File: src/rtl/sel_pipe_mux_pkg.sv
// Shared types and default sizing for the selecting pipeline mux.
package sel_pipe_mux_pkg;

  localparam int DEF_WIDTH  = 32;
  localparam int DEF_NUM_IN = 4;

  // Occupancy of the output storage (main entry, plus skid entry when built in).
  typedef enum logic [1:0] {
    EMPTY = 2'd0,
    ONE   = 2'd1,
    TWO   = 2'd2
  } occ_state_e;

endpackage

File: src/rtl/sel_pipe_mux_if.sv
// Handshake bundle for sel_pipe_mux: upstream offer (data/sel/valid/ready),
// downstream result (data/valid/ready) and the illegal-select pulse.
// The master side is the environment, the slave side is the mux block.
interface sel_pipe_mux_if
  import sel_pipe_mux_pkg::*;
#(
  parameter int WIDTH  = DEF_WIDTH,
  parameter int NUM_IN = DEF_NUM_IN,
  parameter int SEL_W  = $clog2(NUM_IN)
) ();

  logic [NUM_IN*WIDTH-1:0] in_data;
  logic [SEL_W-1:0]        sel;
  logic                    in_valid;
  logic                    in_ready;
  logic [WIDTH-1:0]        out_data;
  logic                    out_valid;
  logic                    out_ready;
  logic                    sel_err;

  modport master (
    output in_data, sel, in_valid, out_ready,
    input  in_ready, out_data, out_valid, sel_err
  );

  modport slave (
    input  in_data, sel, in_valid, out_ready,
    output in_ready, out_data, out_valid, sel_err
  );

endinterface

File: src/rtl/sel_pipe_mux_mux_n.sv
// mux_n: combinational N-way selector. A select value with no matching
// input yields all-zero data and raises sel_bad.
module mux_n #(
  parameter int WIDTH  = 32,
  parameter int NUM_IN = 4,
  parameter int SEL_W  = $clog2(NUM_IN)
) (
  input  logic [NUM_IN*WIDTH-1:0] in_data,
  input  logic [SEL_W-1:0]        sel,
  output logic [WIDTH-1:0]        out_data,
  output logic                    sel_bad
);

  // Scan the legal inputs; only an exact select match routes data through.
  always_comb begin
    out_data = '0;
    sel_bad  = 1'b1;
    for (int i = 0; i < NUM_IN; i++) begin
      if (sel == SEL_W'(i)) begin
        out_data = in_data[i*WIDTH +: WIDTH];
        sel_bad  = 1'b0;
      end else begin
        out_data = out_data;
      end
    end
  end

endmodule

File: src/rtl/sel_pipe_mux.sv
// sel_pipe_mux: selects one of NUM_IN inputs on an accepted transfer and
// presents it registered on a valid/ready output.
// Build option SEL_PIPE_MUX_SKID_EN adds a skid entry so that in_ready is a
// pure register output; without it the block is a single-entry pipe whose
// in_ready is !out_valid || out_ready.
module sel_pipe_mux
  import sel_pipe_mux_pkg::*;
#(
  parameter int WIDTH  = DEF_WIDTH,
  parameter int NUM_IN = DEF_NUM_IN,
  parameter int SEL_W  = $clog2(NUM_IN)  // derived, leave at default
) (
  input logic           clk,
  input logic           rst,
  sel_pipe_mux_if.slave bus
);

  logic [WIDTH-1:0] mux_data_s;
  logic             mux_bad_s;

  occ_state_e       state_q, state_d;
  logic [WIDTH-1:0] main_q, main_d;
  logic             out_valid_q, out_valid_d;
  logic             sel_err_q, sel_err_d;
  logic             in_ready_s;
  logic             in_xfer_s;
  logic             out_xfer_s;

  mux_n #(
    .WIDTH  (WIDTH),
    .NUM_IN (NUM_IN),
    .SEL_W  (SEL_W)
  ) u_mux (
    .in_data  (bus.in_data),
    .sel      (bus.sel),
    .out_data (mux_data_s),
    .sel_bad  (mux_bad_s)
  );

  assign in_xfer_s  = bus.in_valid && in_ready_s;
  assign out_xfer_s = out_valid_q && bus.out_ready;

`ifdef SEL_PIPE_MUX_SKID_EN
  logic [WIDTH-1:0] skid_q, skid_d;
  logic             in_ready_q, in_ready_d;

  assign in_ready_s = in_ready_q;

  // Occupancy FSM with skid: a second entry absorbs one beat of backpressure.
  always_comb begin
    state_d = state_q;
    main_d  = main_q;
    skid_d  = skid_q;
    case (state_q)
      EMPTY: begin
        if (in_xfer_s) begin
          state_d = ONE;
          main_d  = mux_data_s;
        end else begin
          state_d = EMPTY;
        end
      end
      ONE: begin
        if (in_xfer_s && out_xfer_s) begin
          main_d = mux_data_s;
        end else if (in_xfer_s) begin
          state_d = TWO;
          skid_d  = mux_data_s;
        end else if (out_xfer_s) begin
          state_d = EMPTY;
        end else begin
          state_d = ONE;
        end
      end
      TWO: begin
        // in_ready is low here, so only the output side can move.
        if (out_xfer_s) begin
          state_d = ONE;
          main_d  = skid_q;
        end else begin
          state_d = TWO;
        end
      end
      default: begin
        state_d = EMPTY;
      end
    endcase
    in_ready_d = (state_d != TWO);
  end

  // Skid storage and registered ready.
  always_ff @(posedge clk) begin
    if (rst) begin
      skid_q     <= '0;
      in_ready_q <= 1'b1;
    end else begin
      skid_q     <= skid_d;
      in_ready_q <= in_ready_d;
    end
  end
`else
  // Single entry: accept whenever the entry is free or leaving this cycle.
  assign in_ready_s = !out_valid_q || bus.out_ready;

  // Occupancy FSM without skid: only EMPTY and ONE are reachable.
  always_comb begin
    state_d = state_q;
    main_d  = main_q;
    case (state_q)
      EMPTY: begin
        if (in_xfer_s) begin
          state_d = ONE;
          main_d  = mux_data_s;
        end else begin
          state_d = EMPTY;
        end
      end
      ONE: begin
        if (in_xfer_s) begin
          main_d = mux_data_s;
        end else if (out_xfer_s) begin
          state_d = EMPTY;
        end else begin
          state_d = ONE;
        end
      end
      default: begin
        state_d = EMPTY;
      end
    endcase
  end
`endif

  // Output flags derived from the next occupancy and the current accept.
  always_comb begin
    out_valid_d = (state_d != EMPTY);
    sel_err_d   = in_xfer_s && mux_bad_s;
  end

  // State, main entry and output flag registers.
  always_ff @(posedge clk) begin
    if (rst) begin
      state_q     <= EMPTY;
      main_q      <= '0;
      out_valid_q <= 1'b0;
      sel_err_q   <= 1'b0;
    end else begin
      state_q     <= state_d;
      main_q      <= main_d;
      out_valid_q <= out_valid_d;
      sel_err_q   <= sel_err_d;
    end
  end

  assign bus.in_ready  = in_ready_s;
  assign bus.out_data  = main_q;
  assign bus.out_valid = out_valid_q;
  assign bus.sel_err   = sel_err_q;

endmodule

File: src/flat_wrapper.sv
// flat-port wrapper written by rule: the top's interface ports become plain ports
module sel_pipe_mux_flat import sel_pipe_mux_pkg::*;
#(
  parameter int WIDTH  = DEF_WIDTH,
  parameter int NUM_IN = DEF_NUM_IN,
  parameter int SEL_W  = $clog2(NUM_IN)                              
)
  (clk, rst, bus_in_data, bus_sel, bus_in_valid, bus_out_ready, bus_in_ready, bus_out_data, bus_out_valid, bus_sel_err);
  sel_pipe_mux_if #(.WIDTH(WIDTH), .NUM_IN(NUM_IN), .SEL_W(SEL_W)) bus_i ();
  input logic clk;
  input logic rst;
  input wire logic [$bits(bus_i.in_data)-1:0] bus_in_data;
  input wire logic [$bits(bus_i.sel)-1:0] bus_sel;
  input wire logic [$bits(bus_i.in_valid)-1:0] bus_in_valid;
  input wire logic [$bits(bus_i.out_ready)-1:0] bus_out_ready;
  output wire logic [$bits(bus_i.in_ready)-1:0] bus_in_ready;
  output wire logic [$bits(bus_i.out_data)-1:0] bus_out_data;
  output wire logic [$bits(bus_i.out_valid)-1:0] bus_out_valid;
  output wire logic [$bits(bus_i.sel_err)-1:0] bus_sel_err;
  assign bus_i.in_data = bus_in_data;
  assign bus_i.sel = bus_sel;
  assign bus_i.in_valid = bus_in_valid;
  assign bus_i.out_ready = bus_out_ready;
  assign bus_in_ready = bus_i.in_ready;
  assign bus_out_data = bus_i.out_data;
  assign bus_out_valid = bus_i.out_valid;
  assign bus_sel_err = bus_i.sel_err;
  sel_pipe_mux #(.WIDTH(WIDTH), .NUM_IN(NUM_IN), .SEL_W(SEL_W)) u_core (.clk(clk), .rst(rst), .bus(bus_i));
endmodule
File: config.mk
export PLATFORM = sky130hd
export DESIGN_NAME = sel_pipe_mux_flat
export DESIGN_NICKNAME = d
export VERILOG_FILES = /design/src/rtl/sel_pipe_mux_pkg.sv /design/src/rtl/sel_pipe_mux_if.sv /design/src/rtl/sel_pipe_mux_mux_n.sv /design/src/rtl/sel_pipe_mux.sv /design/src/flat_wrapper.sv
export SDC_FILE = /design/constraint.sdc
export NUM_CORES = 1
export LEC_CHECK = 0
export ABC_AREA = 1
export ABC_CLOCK_PERIOD_IN_PS = 1500
export CAP_MARGIN = 20
export CORE_ASPECT_RATIO = 0.6
export CORE_MARGIN = 1
export CORE_UTILIZATION = 30
export DETAILED_ROUTE_END_ITERATION = 16
export PLACE_DENSITY = 0.82
export SETUP_SLACK_MARGIN = 0.5
export SLEW_MARGIN = 0
export SYNTH_ARGS = -nofsm -noshare
export SYNTH_HDL_FRONTEND = slang
export SYNTH_SLANG_ARGS = --single-unit
File: constraint.sdc
create_clock -name clk -period 1.5 [get_ports clk]
set_clock_uncertainty 0.05 [all_clocks]
set_input_delay 0.15 -clock clk [delete_from_list [all_inputs] [get_ports clk]]
set_output_delay 0.15 -clock clk [all_outputs]
set_load 0.05 [all_outputs]
==> out/metrics.cfg <==
[status]
outcome = complete, no violations

[power]
cellPowerDensity_mw_per_mm2 = 715
clkPwrFrac_pct = 32.3
ir_worst_vdd_mv = 0.424
p_int_mw = 2.34
pwr-share-seq_pct = 31.8
switching_share_pct = 30.3
leakage_nw = 1.94
p_total_mw = 3.36
switchingPower_mw = 1.02
combPwrFrac_pct = 36.0

[worst_setup_path]
startpoint_type = register
critical_path_class = reg -> reg
worstPathArrival_ps = 1350
crit_fanout = 7
critPathCaptureType = register
r2r_cells = 6
cp.required_ps = 1650

[finish]
antennaDiodeCount = 0
drive_gt1_share_pct = 27.0
layout.nets = 682
final_util_pct = 63.7
area_delta_synth_final_pct = 101
final_common_cell = clkdlybuf4s50_1
final_cell_area_mm2 = 0.00470
final_cell_mix = 129 x clkdlybuf4s50_1, 91 x nand2_1, 64 x nand3_1

[clocking]
cts_buffers = 5
cts_tree = done
cts-root-buf = clkbuf_16
clock_latency_ps = 270
clockBufferDepth = 2
path_clk_slew_ps = 60
cts_htree_levels = 2
cts.sinks = 36
cts_hold_buf = 0

[drt]
vias = 3205
dr.pass1.iters = 4
detail_route.wl_per_cell_um = 15.2
drt_iter0_drc = 103
wl_mm = 9.94
viasPerCell = 4.91
drc = 0
ant_nets = 0

[die]
fp.dieH_um = 70.4
num_rows = 24
die_w_um = 116
coreArea_mm2 = 0.00739
die_area_mm2 = 0.00816
start_util_pct = 31.6
io_pins = 169

[grt]
met1_usage_pct = 24.9
grt_pass1_wl_mm = 14.0
grt_start_max_net_pins = 33
grt.total_usage_pct = 22.0
met3_usage_pct = 6.77
globalRouteMet2Util_pct = 40.5
grt_pass1_vias = 3014
grt_overflow = 0
grt-busiest-layer = met2
antenna_found_initial = 0

[yosys]
syn_area_per_cell_um2 = 6.17
syn-cell-area_mm2 = 0.00234
yosysUniqueCellTypes = 20
ys_seq_area_share_pct = 30.8
ys_ff_latch = 36
yosys_warnings = 0
synthCells = 379

[placed_design]
routabilityCongestion = 0.838
dp.final_hpwl_mm = 6.79
placed_area_mm2 = 0.00400
port_buffers = 168

[sta]
setup_viol = 0
tns_ps = 0
clock.fmax_mhz = 836
hold_violations = 0
whs_ps = 376
min_period_over_period_pct = 79.7
fin_crit_ps = 1200
rsz0062_at_grt = yes
slew_violations = 0

[worst_hold_path]
hold_depth = 4
hp-class = in -> reg

[job]
cap_violations = 0

==> final cells by class <==
class | instances | area [um2]
fillers | 641 | 2680
inverters | 16 | 62.6
repair buffers | 190 | 2040
clock buffers | 8 | 156
well taps | 104 | 130
flip-flops and latches | 36 | 764
multi-input cells | 299 | 1550
==> metrics by stage <==
step	worst slack (ps)	instances
global route	252	653
detailed placement	-28.6	635
floorplan	292	380
finish	304	653
CTS	316	645
global placement	20.1	635
==> kinds of logic after synthesis <==
logic type             after synthesis  synth area share [%]
and+or+nand+nor                    231                  43.0
DFF                                 36                  30.8
buffers and inverters               45                  11.9
other                                1                 0.160
AOI/OAI and AO/OA                   66                  14.1
==> synthesized netlist by cell type <==
cell type	n	area share, %
inv_1	12	1.9
buf_4	7	2.2
buf_2	6	1.3
nand2_1	107	17
a21oi_1	34	7.3
nor2_1	45	7.2
nand2_4	1	0.48
clkinv_1	1	0.16
nor2_8	1	0.86
buf_6	10	4.8
or2_0	8	2.1
conb_1	1	0.16
inv_2	3	0.48
nand2_2	2	0.54
or2_2	2	0.54
nand3_1	64	14
dfxtp_1	36	31
nand3b_1	1	0.32
o21ai_0	32	6.9
clkbuf_1	6	0.96
==> per-layer routing <==
layer	routed length [um]	up-vias	part of all wire, %
met5	0	-	0
met4	96	0	0.97
met3	876	8	8.8
met2	4900	136	49
met1	4070	1492	41
li1	-	1569	-
==> sequential cells by signal (all words and copies together) (netlist names) <==
| signal | cells |
|---|---|
| u_core.bus.out_data | 32 |
| u_core.bus.sel_err | 1 |
| u_core.bus.out_valid | 1 |
| u_core.state_q | 2 |
==> worst max-delay path, cell delays in order (launching register included) <==
cell     delay, ps
dfxtp_4        380
nand2_8         70
nand2_8        140
buf_6          140
buf_16         130
nand2_2         60
a21oi_2        140
==> what timing repair did <==
action                     CTS  global route
resized for setup           51            77
setup buffers                0             4
hold endpoints to repair     0             0
setup endpoints to repair   65            57
pin swaps                    4            25
cloned                       2             4
==> power groups by stage <==
stage / Clock (mW) / Sequential [mW] / Combinational [mW]
floorplan: 0 / 1.25 / 0.353
global placement: 0 / 1.06 / 1.02
detailed placement: 0 / 1.07 / 1.04
CTS: 1.12 / 1.06 / 1.10
global route: 1.15 / 1.07 / 1.29
finish: 1.09 / 1.07 / 1.21
==> final timing paths <==
check	to	slack, ps	startpoint
worst max-delay path	u_core.bus.out_data[0]	300	u_core.bus.out_valid
worst max register to register	u_core.bus.out_data[0]	300	u_core.bus.out_valid
worst min register to register	u_core.bus.out_data[27]	430	u_core.bus.out_data[27]
worst min-delay path	u_core.state_q[0]	380	bus_out_ready
No activity file was read; power rests on OpenSTA's default activity.
